$ cat src/rtl/uart_tx_cfg.sv
// uart_tx_cfg: parameterised UART transmitter with a small transmit FIFO.
// Characters written through wr_data/wr_valid are queued and shifted out
// LSB first with a start bit, optional even/odd parity and 1 or 2 stop bits.
module uart_tx_cfg #(
   parameter int CLK_FREQ   = 50_000_000,
   parameter int BAUD_RATE  = 115200,
   parameter int DATA_BITS  = 8,
   parameter int STOP_BITS  = 1,
   parameter int FIFO_DEPTH = 16,
   localparam int CW        = $clog2(FIFO_DEPTH) + 1
) (
   input  logic                 clk,
   input  logic                 rst,
   input  logic [DATA_BITS-1:0] wr_data,
   input  logic                 wr_valid,
   output logic                 wr_ready,
   input  logic [1:0]           parity_mode,
   output logic                 tx,
   output logic                 busy,
   output logic [CW-1:0]        fifo_count
);

   localparam int BIT_CYCLES = CLK_FREQ / BAUD_RATE;
   localparam int BCW        = (BIT_CYCLES > 1) ? $clog2(BIT_CYCLES) : 1;
   localparam int PW         = $clog2(FIFO_DEPTH);

   localparam logic [BCW-1:0] BIT_LAST   = BCW'(BIT_CYCLES - 1);
   localparam logic [3:0]     DATA_LAST  = 4'(DATA_BITS - 1);
   localparam logic [3:0]     STOP_LAST  = 4'(STOP_BITS - 1);
   localparam logic [CW-1:0]  FULL_COUNT = CW'(FIFO_DEPTH);

   typedef enum logic [2:0] {
      IDLE,
      START,
      DATA,
      PARITY,
      STOP
   } state_t;

   state_t state, next_state;

   logic [DATA_BITS-1:0] fifo_mem [FIFO_DEPTH];
   logic [PW-1:0]        wr_ptr, rd_ptr;
   logic [CW-1:0]        count, count_next;
   logic                 push, pop, fifo_empty;

   logic [BCW-1:0]       bit_cnt;
   logic [3:0]           bit_idx;
   logic                 bit_done, data_last, stop_last;
   logic [DATA_BITS-1:0] shreg;
   logic                 par_bit, par_en;
   logic                 tx_next, shift_en;

   assign fifo_empty = (count == '0);
   assign wr_ready   = (count != FULL_COUNT);
   assign push       = wr_valid && wr_ready;
   assign fifo_count = count;

   assign bit_done   = (bit_cnt == BIT_LAST);
   assign data_last  = (bit_idx == DATA_LAST);
   assign stop_last  = (bit_idx == STOP_LAST);

   // Occupancy after this edge: a simultaneous push and pop cancel out
   always_comb begin
      count_next = count;
      case ({push, pop})
         2'b10:   count_next = count + CW'(1);
         2'b01:   count_next = count - CW'(1);
         default: count_next = count;
      endcase
   end

   // Storage array has no reset; only the pointers and count define validity
   always_ff @(posedge clk) begin
      if (push) begin
         fifo_mem[wr_ptr] <= wr_data;
      end
   end

   // FIFO pointers wrap naturally since the depth is a power of two
   always_ff @(posedge clk or posedge rst) begin
      if (rst) begin
         wr_ptr <= '0;
         rd_ptr <= '0;
         count  <= '0;
      end else begin
         if (push) wr_ptr <= wr_ptr + PW'(1);
         if (pop)  rd_ptr <= rd_ptr + PW'(1);
         count <= count_next;
      end
   end

   // FSM state register
   always_ff @(posedge clk or posedge rst) begin
      if (rst) begin
         state <= IDLE;
      end else begin
         state <= next_state;
      end
   end

   // FSM next-state: every line bit ends when the bit counter reaches its last cycle
   always_comb begin
      next_state = state;
      case (state)
         IDLE:   if (!fifo_empty) next_state = START;
         START:  if (bit_done) next_state = DATA;
         DATA:   if (bit_done && data_last) next_state = par_en ? PARITY : STOP;
         PARITY: if (bit_done) next_state = STOP;
         STOP:   if (bit_done && stop_last) next_state = fifo_empty ? IDLE : START;
         default: next_state = IDLE;
      endcase
   end

   // FSM outputs: next line level, FIFO pop and shift-register advance
   always_comb begin
      pop      = 1'b0;
      shift_en = 1'b0;
      tx_next  = tx;
      case (state)
         IDLE: begin
            if (!fifo_empty) begin
               pop     = 1'b1;
               tx_next = 1'b0;
            end
         end
         START: begin
            if (bit_done) begin
               tx_next  = shreg[0];
               shift_en = 1'b1;
            end
         end
         DATA: begin
            if (bit_done) begin
               if (!data_last) begin
                  tx_next  = shreg[0];
                  shift_en = 1'b1;
               end else begin
                  tx_next = par_en ? par_bit : 1'b1;
               end
            end
         end
         PARITY: begin
            if (bit_done) tx_next = 1'b1;
         end
         STOP: begin
            if (bit_done && stop_last) begin
               if (!fifo_empty) begin
                  pop     = 1'b1;
                  tx_next = 1'b0;
               end else begin
                  tx_next = 1'b1;
               end
            end
         end
         default: tx_next = 1'b1;
      endcase
   end

   // Datapath: registered line, bit timing, frame latch of data and parity mode
   always_ff @(posedge clk or posedge rst) begin
      if (rst) begin
         tx      <= 1'b1;
         busy    <= 1'b0;
         bit_cnt <= '0;
         bit_idx <= '0;
         shreg   <= '0;
         par_bit <= 1'b0;
         par_en  <= 1'b0;
      end else begin
         tx   <= tx_next;
         busy <= (next_state != IDLE) || (count_next != '0);
         if (state == IDLE || bit_done) begin
            bit_cnt <= '0;
         end else begin
            bit_cnt <= bit_cnt + BCW'(1);
         end
         if (next_state != state) begin
            bit_idx <= '0;
         end else if (bit_done) begin
            bit_idx <= bit_idx + 4'd1;
         end
         if (pop) begin
            shreg   <= fifo_mem[rd_ptr];
            par_en  <= (parity_mode == 2'b01) || (parity_mode == 2'b10);
            par_bit <= (^fifo_mem[rd_ptr]) ^ (parity_mode == 2'b10);
         end else if (shift_en) begin
            shreg <= shreg >> 1;
         end
      end
   end

endmodule

$ cat config.mk
export PLATFORM = sky130hd
export DESIGN_NAME = uart_tx_cfg
export DESIGN_NICKNAME = d
export VERILOG_FILES = /design/src/rtl/uart_tx_cfg.sv
export SDC_FILE = /design/constraint.sdc
export NUM_CORES = 1
export LEC_CHECK = 0
export CAP_MARGIN = 20
export CORE_MARGIN = 1
export CORE_UTILIZATION = 42
export CTS_CLUSTER_SIZE = 25
export DETAILED_ROUTE_END_ITERATION = 7
export GPL_TIMING_DRIVEN = 0
export SLEW_MARGIN = 20
export SYNTH_ARGS = -nofsm -noshare
export SYNTH_HDL_FRONTEND = slang
export SYNTH_SLANG_ARGS = --single-unit
$ cat constraint.sdc
create_clock -name clk -period 7.8 [get_ports clk]
set_clock_uncertainty 0.05 [all_clocks]
set_input_delay 1.95 -clock clk [delete_from_list [all_inputs] [get_ports clk]]
set_output_delay 1.95 -clock clk [all_outputs]
set_load 0.05 [all_outputs]
Word-level counts from Yosys, hierarchy flattened
Memories as Yosys holds them, arrays and structs flattened.
Cells that the tools add are included.
{"block": "word_totals", "register_bits": 41, "ram_bits": 128, "in_bits": 13, "memories": 1}
{"block": "op_classes", "n_addsub": 6, "eq_ne": 17, "n_mux": 32, "n_bitwise": 1, "n_reduce_logical": 15}
{"memory": "fifo_mem", "depth": 16, "width": 8, "rd": 1, "rd_clocked_by_memory_dff": 0, "write_ports": 1, "line": "42", "rtl": "logic [DATA_BITS-1:0] fifo_mem [FIFO_DEPTH];"}
{"op": "2-to-1 mux 3 bit", "count": 6}
{"op": "2-to-1 mux 1 bit", "count": 16}
{"op": "2-to-1 mux 8 bit", "count": 2}
{"op": "one-hot mux 3 bit (5 select lines)", "count": 1}
{"op": "adder 4 x 1 -> 4 bit, second input constant", "count": 3}
{"op": "inequality test 2 bit, second input constant", "count": 5}
{"op": "one-hot mux 5 bit (2 select lines)", "count": 1}
{"op": "adder 9 x 1 -> 9 bit, second input constant", "count": 1}
{"op": "== test 9 bit, second input constant", "count": 1}
{"op": "2-to-1 mux 9 bit", "count": 1}
{"op": "2-to-1 mux 4 bit", "count": 2}
{"op": "parity 8 bit", "count": 1}
{"op": "== test 3 x 2 -> 1 bit, second input constant", "count": 2}
{"op": "adder 5 x 1 -> 5 bit, second input constant", "count": 1}
{"op": "logical NOT 5 bit", "count": 1}
{"op": "inequality test 5 bit, second input constant", "count": 1}
{"op": "one-hot mux 1 bit (5 select lines)", "count": 1}
{"op": "AND reduction 5 bit", "count": 1}
{"op": "nonzero test 5 bit", "count": 1}
{"op": "subtractor 5 x 1 -> 5 bit, second input constant", "count": 1}
{"op": "== test 2 x 1 -> 1 bit, second input constant", "count": 2}
{"op": "== test 2 bit, second input constant", "count": 2}
{"op": "== test 4 x 3 -> 1 bit, second input constant", "count": 1}
{"op": "logical NOT 4 bit", "count": 1}
{"op": "other kinds (10)", "count": 16}

Longest topological paths before layout
Gate-level depths: netlist of run 1.
{"block": "depth", "ltp_word": 8, "depth_mapped": 16, "depth_no_buf": 14}

Worst setup path after synthesis of run 1
OpenSTA, ideal clock, no wires.
{"block": "synth_timing", "path_kind": "input-to-reg", "startpoint": "in wr_valid", "endpoint": "reg busy", "setup_time_ps": 139, "arrival_time_ps": 4386, "required_ps": 7611, "path_slack_ps": 3225, "cell_stages": 13, "cell_sequence": "and2_1 -> clkbuf_1 -> inv_1 -> ha_1 -> clkbuf_1 -> xor2_1 -> ha_1 -> a21oi_1 -> xor2_1 -> nor2_1 -> xor2_1 -> or3_1 -> or4_1"}
{"block": "synth_via", "elab_chain_cells": 5, "word_cells_on_any_way": 6, "classes_between": "2 x eq/ne; 1 x mux; 3 x reduce/logical"}
{"element": "start: declaration", "line": "15", "rtl": "input logic wr_valid,"}
{"element": "logical AND 1 bit (*)", "line": "56", "rtl": "assign push = wr_valid && wr_ready;"}
{"element": "== test 2 x 1 -> 1 bit / == test 2 bit (equally long branches)", "line": "66", "rtl": "case ({push, pop})"}
{"element": "one-hot mux 5 bit (2 select lines) (*)", "line": "66"}
{"element": "via count_next[2]", "line": "44", "rtl": "logic [CW-1:0] count, count_next;"}
{"element": "nonzero test 5 bit (*)", "line": "172", "rtl": "busy <= (next_state != IDLE) || (count_next != '0);"}
{"element": "logical OR 1 bit (*)", "line": "172"}
{"element": "end signal: assignment", "line": "172"}
{"element": "end: declaration", "line": "19", "rtl": "output logic busy,"}
Mark *: on every way through the listed nets, which the timed path passes. The rest lies on a longest branch.
A chain may end at the register's enable or synchronous reset.

Final worst setup path of run 1
Ends and elaborated chain as after synthesis.

==> results of run 1 <==
==> worst min-delay path by stage <==
| stage | cells after the start | startpoint | endpoint |
|---|---|---|---|
| after floorplan | 1 | bit_cnt[0]$_DFF_PP0_ | bit_cnt[0]$_DFF_PP0_ |
| after global placement | 1 | bit_cnt[0]$_DFF_PP0_ | bit_cnt[0]$_DFF_PP0_ |
| after detailed placement | 2 | tx$_DFFE_PP1P_ | tx$_DFFE_PP1P_ |
| after CTS | 2 | tx$_DFFE_PP1P_ | tx$_DFFE_PP1P_ |
| after global routing | 1 | bit_cnt[0]$_DFF_PP0_ | bit_cnt[0]$_DFF_PP0_ |
| final | 2 | tx$_DFFE_PP1P_ | tx$_DFFE_PP1P_ |
==> cells in the final DEF (no fill, tap or decap), types with 5 or more instances in the layout <==
cell type and instances:
edfxtp_1 128, dfrtp_1 40, nor2_1 35, mux4_2 34, nand2_1 31, clkdlybuf4s50_1 20
clkbuf_16 17, xnor2_1 13, ha_1 13, clkbuf_1 12, mux2i_1 12, inv_1 11
a21oi_1 10, nand3_1 10, xor2_1 9, o21ai_0 7, o21ai_1 6, a21o_1 5
a22oi_1 5, and3_1 5
==> metal layers <==
layer | vias to the layer above | part of all wire (%)
li1 | 1786 | -
met1 | 1952 | 44
met2 | 113 | 49
met3 | 16 | 5.3
met4 | 0 | 1.6
met5 | - | 0
==> final cells by class <==
class	instances	area [sq um]	area share, %
Inverter	12	45.0	0.541
Clock buffer	18	429	5.15
Multi-Input combinational cell	244	2220	26.6
Timing Repair Buffer	25	258	3.10
Sequential cell	169	4870	58.5
Buffer	20	118	1.41
Clock inverter	14	114	1.37
Tap cell	220	275	3.31
==> registers in the layout, indices dropped and copies added, names as in the netlist, 3 cells and up <==
signal	flops
bit_cnt	9
fifo_mem	128
bit_idx	4
shreg	8
state	3
fifo_count	5
rd_ptr	4
wr_ptr	4
==> power groups by stage <==
stage | clock network, mW | registers [mW] | logic [mW]
final | 0.782 | 1.10 | 0.340
after global routing | 0.834 | 1.11 | 0.370
after global placement | 0 | 1.12 | 0.321
after detailed placement | 0 | 1.12 | 0.342
after floorplan | 0 | 1.16 | 0.178
after CTS | 0.795 | 1.10 | 0.343
==> synth_stat cells, types with 2 or more instances <==
master | n | area (sq um)
edfxtp_1 | 128 | 3840
dfrtp_1 | 40 | 1000
nor2_1 | 38 | 143
mux4_2 | 34 | 766
nand2_1 | 31 | 116
ha_1 | 13 | 163
xnor2_1 | 13 | 114
inv_1 | 12 | 45.0
mux2i_1 | 12 | 120
clkbuf_1 | 11 | 41.3
a21oi_1 | 10 | 50.1
nand3_1 | 10 | 50.1
xor2_1 | 9 | 78.8
o21ai_0 | 7 | 35.0
o21ai_1 | 6 | 30.0
a21o_1 | 5 | 37.5
a22oi_1 | 5 | 37.5
and3_1 | 5 | 31.3
nand4_1 | 4 | 25.0
nor3_1 | 4 | 20.0
buf_2 | 3 | 15.0
buf_6 | 3 | 33.8
mux2_2 | 3 | 33.8
nor2b_1 | 3 | 18.8
or3_1 | 3 | 18.8
xnor3_1 | 3 | 67.6
a31oi_1 | 2 | 12.5
and2_1 | 2 | 12.5
and3b_1 | 2 | 17.5
buf_1 | 2 | 7.51
nand2b_1 | 2 | 12.5
nand3b_1 | 2 | 15.0
or2_1 | 2 | 12.5
==> critical path, cell delays in order <==
cell and delay (ns):
clkdlybuf4s50_1 0.45, and2_1 0.12, clkbuf_1 0.32, inv_1 0.11, ha_1 0.21, clkbuf_1 0.22
xor2_1 0.20, ha_1 0.26, a21oi_1 0.16, xor2_1 0.16, nor2_1 0.06, xor2_1 0.16
or3_1 0.40, or4_1 0.39
==> stage by stage <==
stage / area (sq um) / utilization, %
global route: 8330 / 49.9
global placement: 7700 / 46.1
CTS: 8320 / 49.8
finish: 8330 / 49.9
detailed placement: 7770 / 46.6
floorplan: 7220 / -
==> logic make-up (layout without fill, tap and decap cells) <==
family,Yosys count,after routing
buffers and inverters,32,89
xor gates and xnor gates,26,26
and+or+nand+nor,112,112
adders and majority gates,13,13
AOI/OAI and AO/OA,42,42
muxes,51,51
DFF,169,169
==> out/results.txt, run 1 <==
XOR/XNOR share of the synthesized area - 3.83%
Maximum vdd drop - 161 uV
Slew at the pin closest to its max-slew limit - 1.08 ns
Yosys reg bits - 169
Hold slack - 0.436 ns
Worst setup SP type - input port
IO Pins - 21
Pint - 1.60 mW
Starting Density - 43.2%
Die Width - 133 microns
Area Overhead vs Synth - 15.3%
PostCTS Resize Cnt - 0
Worst Setup EP - busy$_DFF_PP0_
Root buffer cell - clkbuf_16
Max-Cap Viols - 0
# DRC - 0
Synth Instances - 445
Synthesized area per cell - 16.2 sq um
Net Count, Synth - 471
CTS Buf Count - 17
Synth async-reset ratio - 24.3%
CP Max Fanout - 9
Post-synthesis mux area share - 13.3%
Fin crit share - 63.3%
Adder-cell share of the synthesized area - 2.25%
Final setup fails - 0
Sequential area share after synthesis - 67.4%
Compound-Gate Fraction of Synth Area - 3.59%
Hold-fix buffers at CTS - 0
Slew Viols, Final - 0
Met2 Use GR - 28.4%
First-pass GRT wire length - 22.6 mm
Status - complete, no violations
Power per standard cell area - 267 nW/um^2
Placed cells - 690
Global-route usage over all layers - 17.6%
Largest net degree at the start of global routing - 24
Die Y - 133 microns
Initial antenna violation count - 0
Fillers - 1,402
Worst reg-to-reg setup slack - 3.45 ns
Clock power share - 35.1%
Post-place setup slack - 2.44 ns
R2r endpoint - busy$_DFF_PP0_
Total grt overflow - 0
Cell Area, Synth - 7220 sq um
Grt met1 use - 23.7%
Share of cells above drive strength 1 - 17.7%
Num rows - 47
Post-CTS setup buffer count - 0
Net switching component of the power - 0.623 mW
GPL Wtd Cong - 0.772
Vias after detailed routing - 3,867
Setup TNS - 0 ns
Min cycle time layout - 4.94 ns
WL per Instance - 20.1 microns
Post-Route WL - 14.5 mm
Die footprint - 17,700 sq um
Overall Power - 2.23 mW
Hold crit path type - flop to flop
RSZ-0062 raised after global routing - no
Longest Clk Path Bufs - 2
H-Tree Depth - 4
Reg2reg start - bit_cnt[1]$_DFF_PP0_
Clk pin slew, worst setup/hold paths - 0.06 ns
DP HPWL - 9.44 mm
Clock net sink count - 169
Final std cells w/o fill - 722
Max-slew headroom - 27.7%
Clk_lat worst skew - 0.42 ns
CP Launch Point - wr_valid
Ys flop type - edfxtp_1
Nets - 515
Register share of total power - 49.6%
Core area - 16,700 sq um
Main combinational cell family by area after synthesis - multiplexers
Iter 0 DRT Violations - 191
R2R cell count - 16
Post-Synth Simple-Gate Area - 7.33%
Synth warn - 0
Number of port buffers - 20
EDFF count, synth - 128
Final Hold Vio Count - 0
Critical Path AT - 5.18 ns
Via/cell ratio - 5.36
First-pass detailed-route iteration total - 5
Most used routing layer - met2
Vias in the first global route - 3,897
Worst Path Required - 8.04 ns
Leak Pwr - 2.98 nW
M3 GR Usage - 3.92%
Sw Share - 28.0%
Crit end category - flop
Distinct cells, synth - 49
F_max - 202 MHz
Routed Antenna Nets - 0
Worst setup margin - 2.86 ns
CTS tree - built
Number of antenna diodes - 0
Combinational power share - 15.3%
Setup CP Type - input port to flop
Power figures use the tool's default switching activity.
==> run 2, diff against run 1 <==
==> constraint.sdc (replaced) <==
create_clock -name clk -period 4.04 [get_ports clk]
set_clock_uncertainty 0.05 [all_clocks]
set_input_delay 1.01 -clock clk [delete_from_list [all_inputs] [get_ports clk]]
set_output_delay 1.01 -clock clk [all_outputs]
set_load 0.05 [all_outputs]
==> run 2 against run 1 <==
Compared with the run above: clock-buffer cell count grew 2; via count about the same; worst setup slack got worse by 2.6 ns; sequential power increased by 94%; clock power up 100%; die area unchanged; cell area is 0.51% higher; critical endpoint unchanged.
==> out/results.txt, run 2 (synthesized netlist as in run 1, its figures left out) <==
Area Overhead vs Synth - 15.9%
H-Tree Depth - 4
Maximum vdd drop - 334 uV
First-pass detailed-route iteration total - 5
Die Y - 133 microns
Critical Path AT - 4.05 ns
Fin crit share - 94.3%
Die Width - 133 microns
Post-place setup slack - -0.360 ns
Crit-path most repeated cell - xor2_1
Core area - 16,700 sq um
Initial antenna violation count - 0
Final Hold Vio Count - 0
WL per Instance - 19.8 microns
CTS Buf Count - 17
WP buf/inv - 3
Min cycle time layout - 3.81 ns
Vias in the first global route - 3,820
Max-slew headroom - 27.0%
Share of cells above drive strength 1 - 18.3%
Global-route usage over all layers - 17.7%
Critical path, cell by cell - clkdlybuf4s50_1, and2_1, clkbuf_1, inv_1, ha_2, xor2_1, ha_1, a21oi_1, xor2_1, nor2_1, xor2_1, or3_1, or4_1
Iter 0 DRT Violations - 270
Clk pin slew, worst setup/hold paths - 0.06 ns
Largest net degree at the start of global routing - 24
Root buffer cell - clkbuf_16
Top reg by flops - fifo_mem
Total grt overflow - 0
Status - complete, no violations
First-pass GRT wire length - 22.7 mm
Nets - 515
Most common library cell in the layout ignoring fill and taps - edfxtp_1
Hold slack - 0.439 ns
Fillers - 1,407
RSZ-0062 raised after global routing - no
Clk_lat worst skew - 0.42 ns
Commonest non-fill, non-tap cells in the layout - edfxtp_1, dfrtp_1, nor2_1
# DRC - 0
F_max - 262 MHz
Worst setup margin - 0.229 ns
Slew Viols, Final - 0
GPL Wtd Cong - 0.791
CTS tree - built
Number of port buffers - 20
Max-Cap Viols - 0
Worst setup SP type - input port
Longest Clk Path Bufs - 2
Crit end category - flop
Routed Antenna Nets - 0
Leak Pwr - 3.00 nW
Power per standard cell area - 522 nW/um^2
CP Max Fanout - 9
Num rows - 47
Largest regs - fifo_mem (128), bit_cnt (9), shreg (8)
Worst Path Required - 4.28 ns
Clock net sink count - 169
Max stage delay on crit path - 0.47 ns
IO Pins - 21
Slew at the pin closest to its max-slew limit - 1.09 ns
Setup TNS - 0 ns
DP HPWL - 9.44 mm
Starting Density - 43.2%
Max reg flops - 128
Vias after detailed routing - 3,865
Hold crit path type - flop to flop
Delay-heaviest family, CP - simple AND/OR/NAND/NOR gates
Hold-fix buffers at CTS - 0
Slowest CP cell - clkdlybuf4s50_1
Number of antenna diodes - 0
Setup CP Type - input port to flop
Via/cell ratio - 5.35
Post-Route WL - 14.3 mm
Die footprint - 17,700 sq um
Final setup fails - 0
[run 2: cell types whose count changed in the layout (fill, tap and decap cells not counted), moves of 2 or more]
cell	delta
inv_8	-4
inv_6	+2
nor2_2	-2
bufinv_16	+2
nor2_1	+2
clkinv_1	-2
[run 2: worst paths after layout]
path                                            from  slack (ns)  cells after the start                      to
worst max-delay path                        wr_valid        0.23                     13          busy$_DFF_PP0_
worst min-delay path            bit_cnt[0]$_DFF_PP0_        0.44                      1    bit_cnt[0]$_DFF_PP0_
worst min register to register  bit_cnt[0]$_DFF_PP0_        0.44                      1    bit_cnt[0]$_DFF_PP0_
worst max register to register  bit_cnt[1]$_DFF_PP0_        0.32                     15          busy$_DFF_PP0_
min in group asynchronous                        rst        0.88                      2   rd_ptr[3]$_DFFE_PP0N_
max in group asynchronous                        rst        2.60                      3  bit_idx[3]$_DFFE_PP0P_
[run 2: repair_timing]
item                                    in CTS  in global routing
resized for setup                            2                  3
setup buffers                                0                  1
endpoints found under the setup margin       1                  1
hold endpoints to repair                     0                  0
pin swaps                                    0                  1
[run 2: per-stage QoR]
stage	area (sq um)	power, mW	cells	utilization [%]
after floorplan	7220	2.58	445	-
after global placement	7700	2.77	685	46.1
after detailed placement	7780	2.82	690	46.6
after CTS	8350	4.41	721	50.0
after global routing	8370	4.55	722	50.1
final	8370	4.37	722	50.1
[run 2: layer usage]
metal	GRT usage [%]	vias up	wire length, microns
met5	0	-	0
met4	4.73	0	106
met3	4.22	10	842
met2	28.1	104	7000
met1	24.5	1968	6320
li1	-	1783	-
[run 2: worst reg2reg max path, stage by stage (launching register included)]
cell and delay (ns):
dfrtp_1 0.38, inv_1 0.06, ha_1 0.13, and4b_1 0.31, nand4_1 0.23, a21oi_2 0.22, clkbuf_4 0.25, ha_2 0.31
xor2_1 0.10, ha_1 0.23, a21oi_1 0.16, xor2_1 0.16, nor2_1 0.06, xor2_1 0.16, or3_1 0.38, or4_1 0.39
[run 2: power by group]
| group | switching [mW] | internal [mW] | leakage [nW] |
|---|---|---|---|
| combinational | 0.414 | 0.235 | 1.07 |
| sequential | 0.0738 | 2.05 | 1.66 |
| clock | 0.671 | 0.919 | 0.276 |
[run 2: layout make-up]
cell class	count	area (sq um)	area share, %
Clock inverter	12	138	1.64
Buffer	19	118	1.41
Inverter	12	45.0	0.538
Sequential cell	169	4870	58.2
Timing Repair Buffer	26	265	3.17
Tap cell	220	275	3.29
Multi-Input combinational cell	244	2220	26.5
Clock buffer	20	437	5.22
==> run 3, diff against run 2 <==
--- a/config.mk
+++ b/config.mk
@@ -5,12 +5,14 @@
 export SDC_FILE = /design/constraint.sdc
 export NUM_CORES = 1
 export LEC_CHECK = 0
+export ABC_CLOCK_PERIOD_IN_PS = 4040
 export CAP_MARGIN = 20
 export CORE_MARGIN = 1
 export CORE_UTILIZATION = 42
 export CTS_CLUSTER_SIZE = 25
 export DETAILED_ROUTE_END_ITERATION = 7
 export GPL_TIMING_DRIVEN = 0
+export SETUP_SLACK_MARGIN = 0.15
 export SLEW_MARGIN = 20
 export SYNTH_ARGS = -nofsm -noshare
 export SYNTH_HDL_FRONTEND = slang
==> run 3 against run 2 <==
Compared with the run above: sequential cell count stayed put; routed wire length is 0.56% lower; worst setup slack better by 0.10 ns; global-route usage is 0.30 points lower; hold slack worse by 0.0061 ns; utilization is 0.17 points higher; die area stayed put; clock-buffer cell count is 2 lower; largest power group unchanged.
==> out/results.txt, run 3 (synthesized netlist as in run 1, its figures left out) <==
First-pass GRT wire length - 22.2 mm
Worst Hold Depth - 2
Vias after detailed routing - 3,842
Hold crit path type - flop to flop
Worst hold endpoint - tx$_DFFE_PP1P_
Largest regs - fifo_mem (128), bit_cnt (9), shreg (8)
Final Hold Vio Count - 0
H-Tree Depth - 4
Number of port buffers - 20
Crit end category - flop
Fin crit share - 91.8%
Leak Pwr - 3.03 nW
Nets - 522
Slew Viols, Final - 0
Net switching component of the power - 1.19 mW
Register share of total power - 49.7%
Max-Cap Viols - 0
Maximum vdd drop - 334 uV
Clk_lat worst skew - 0.43 ns
Root buffer cell - clkbuf_16
Max-slew headroom - 30.8%
Number of antenna diodes - 0
Core area - 16,700 sq um
Via/cell ratio - 5.27
Reg2reg start - bit_cnt[1]$_DFF_PP0_
WP buf/inv - 4
Critical Path AT - 3.95 ns
Setup TNS - 0 ns
Die Width - 133 microns
Critical path, cell by cell - clkdlybuf4s50_1, and2_1, buf_2, inv_1, ha_1, clkbuf_4, xor2_1, ha_1, a21oi_1, xor2_1, nor2_1, xor2_1, or3_1, or4_1
CTS Buf Count - 17
Die Y - 133 microns
GPL Wtd Cong - 0.870
Num rows - 47
Initial antenna violation count - 0
Vias in the first global route - 3,941
Status - complete, no violations
R2r endpoint - busy$_DFF_PP0_
Slowest CP cell - clkdlybuf4s50_1
RSZ-0062 raised after global routing - no
Overall Power - 4.29 mW
Routed Antenna Nets - 0
Hold path start - tx$_DFFE_PP1P_
Commonest non-fill, non-tap cells in the layout - edfxtp_1, dfrtp_1, nor2_1
Setup CP Type - input port to flop
Max stage delay on crit path - 0.45 ns
IO Pins - 21
Clock power share - 34.9%
Delay-heaviest family, CP - simple AND/OR/NAND/NOR gates
Share of cells above drive strength 1 - 20.6%
CTS tree - built
Pint - 3.10 mW
Final setup fails - 0
Max reg flops - 128
Placed cell area - 7780 sq um
Total grt overflow - 0
First-pass detailed-route iteration total - 4
Min cycle time layout - 3.71 ns
Slew at the pin closest to its max-slew limit - 1.03 ns
Starting Density - 43.2%
F_max - 270 MHz
Design Area, Final - 8400 sq um
Sw Share - 27.7%
CP Max Fanout - 9
Most common library cell in the layout ignoring fill and taps - edfxtp_1
Longest Clk Path Bufs - 2
Worst reg-to-reg setup slack - 0.47 ns
DP HPWL - 9.38 mm
Die footprint - 17,700 sq um
Top reg by flops - fifo_mem
Crit-path most repeated cell - xor2_1
Area Overhead vs Synth - 16.3%
Clock net sink count - 169
Iter 0 DRT Violations - 245
Post-Route WL - 14.2 mm
Power per standard cell area - 510 nW/um^2
Clk pin slew, worst setup/hold paths - 0.07 ns
Combinational power share - 15.3%
Worst Path Required - 4.28 ns
R2R cell count - 16
WL per Instance - 19.5 microns
Worst setup SP type - input port
Global-route usage over all layers - 17.4%
# DRC - 0
Largest net degree at the start of global routing - 33
run 3: changes by cell type in the layout (fill, tap and decap cells not counted), sizes merged:
cell	previous run	this run
clkbuf	30	27
buf	15	23
clkinvlp	2	1
inv	17	20
clkinv	3	5
bufinv	2	0
run 3: stage by stage:
step | hold slack [ns] | utilization, % | worst slack [ns] | std cells
floorplan | 0.403 | - | 0.161 | 445
global placement | 0.421 | 46.2 | -0.353 | 685
detailed placement | 0.422 | 46.6 | -0.348 | 690
CTS | 0.432 | 49.9 | 0.185 | 722
global route | 0.470 | 50.3 | 0.166 | 729
finish | 0.433 | 50.3 | 0.333 | 729
run 3: cell type report:
cell class | count | area (sq um)
Clock buffer | 18 | 429
Tap cell | 220 | 275
Multi-Input combinational cell | 244 | 2230
Buffer | 20 | 130
Inverter | 12 | 45.0
Clock inverter | 14 | 114
Sequential cell | 169 | 4870
Timing Repair Buffer | 32 | 303
Fill cell | 1398 | 8300
run 3: worst reg2reg max path, stage by stage (launching register included):
cell	delay, ns
dfrtp_1	0.39
inv_1	0.06
ha_1	0.13
and4b_2	0.29
nand4_1	0.17
a21oi_2	0.26
buf_6	0.14
ha_1	0.13
clkbuf_4	0.18
xor2_1	0.08
ha_1	0.22
a21oi_1	0.15
xor2_1	0.18
nor2_1	0.07
xor2_1	0.16
or3_1	0.39
or4_1	0.40
run 3: per-layer routing:
layer  wire length, microns  track usage, %  vias to the layer above  share of wire, %
li1                       -               -                     1796                 -
met1                   6260            23.2                     1943                44
met2                   7030            27.5                       81                50
met3                    648            3.84                       22               4.6
met4                    254            7.51                        0               1.8
met5                      0               0                        -                 0
run 3: power groups by stage:
stage	Sequential, mW	Combinational (mW)	Clock [mW]
floorplan	2.24	0.346	0
global placement	2.16	0.623	0
detailed placement	2.17	0.659	0
CTS	2.13	0.661	1.54
global route	2.15	0.710	1.60
finish	2.13	0.657	1.50
run 3: how the worst max path moves through the flow:
stage / start / endpoint / cells past startpoint
final: wr_valid / busy$_DFF_PP0_ / 14
after global routing: wr_valid / busy$_DFF_PP0_ / 14
after CTS: bit_cnt[1]$_DFF_PP0_ / busy$_DFF_PP0_ / 16
after detailed placement: wr_valid / busy$_DFF_PP0_ / 14
after global placement: wr_valid / busy$_DFF_PP0_ / 14
after floorplan: fifo_count[0]$_DFF_PP0_ / busy$_DFF_PP0_ / 15
run 3: timing repair:
action | in CTS | in global routing
setup buffers | 0 | 6
gates resized for setup | 5 | 6
setup endpoints to repair | 1 | 1
pin swaps | 0 | 2
hold buffers | 0 | 0
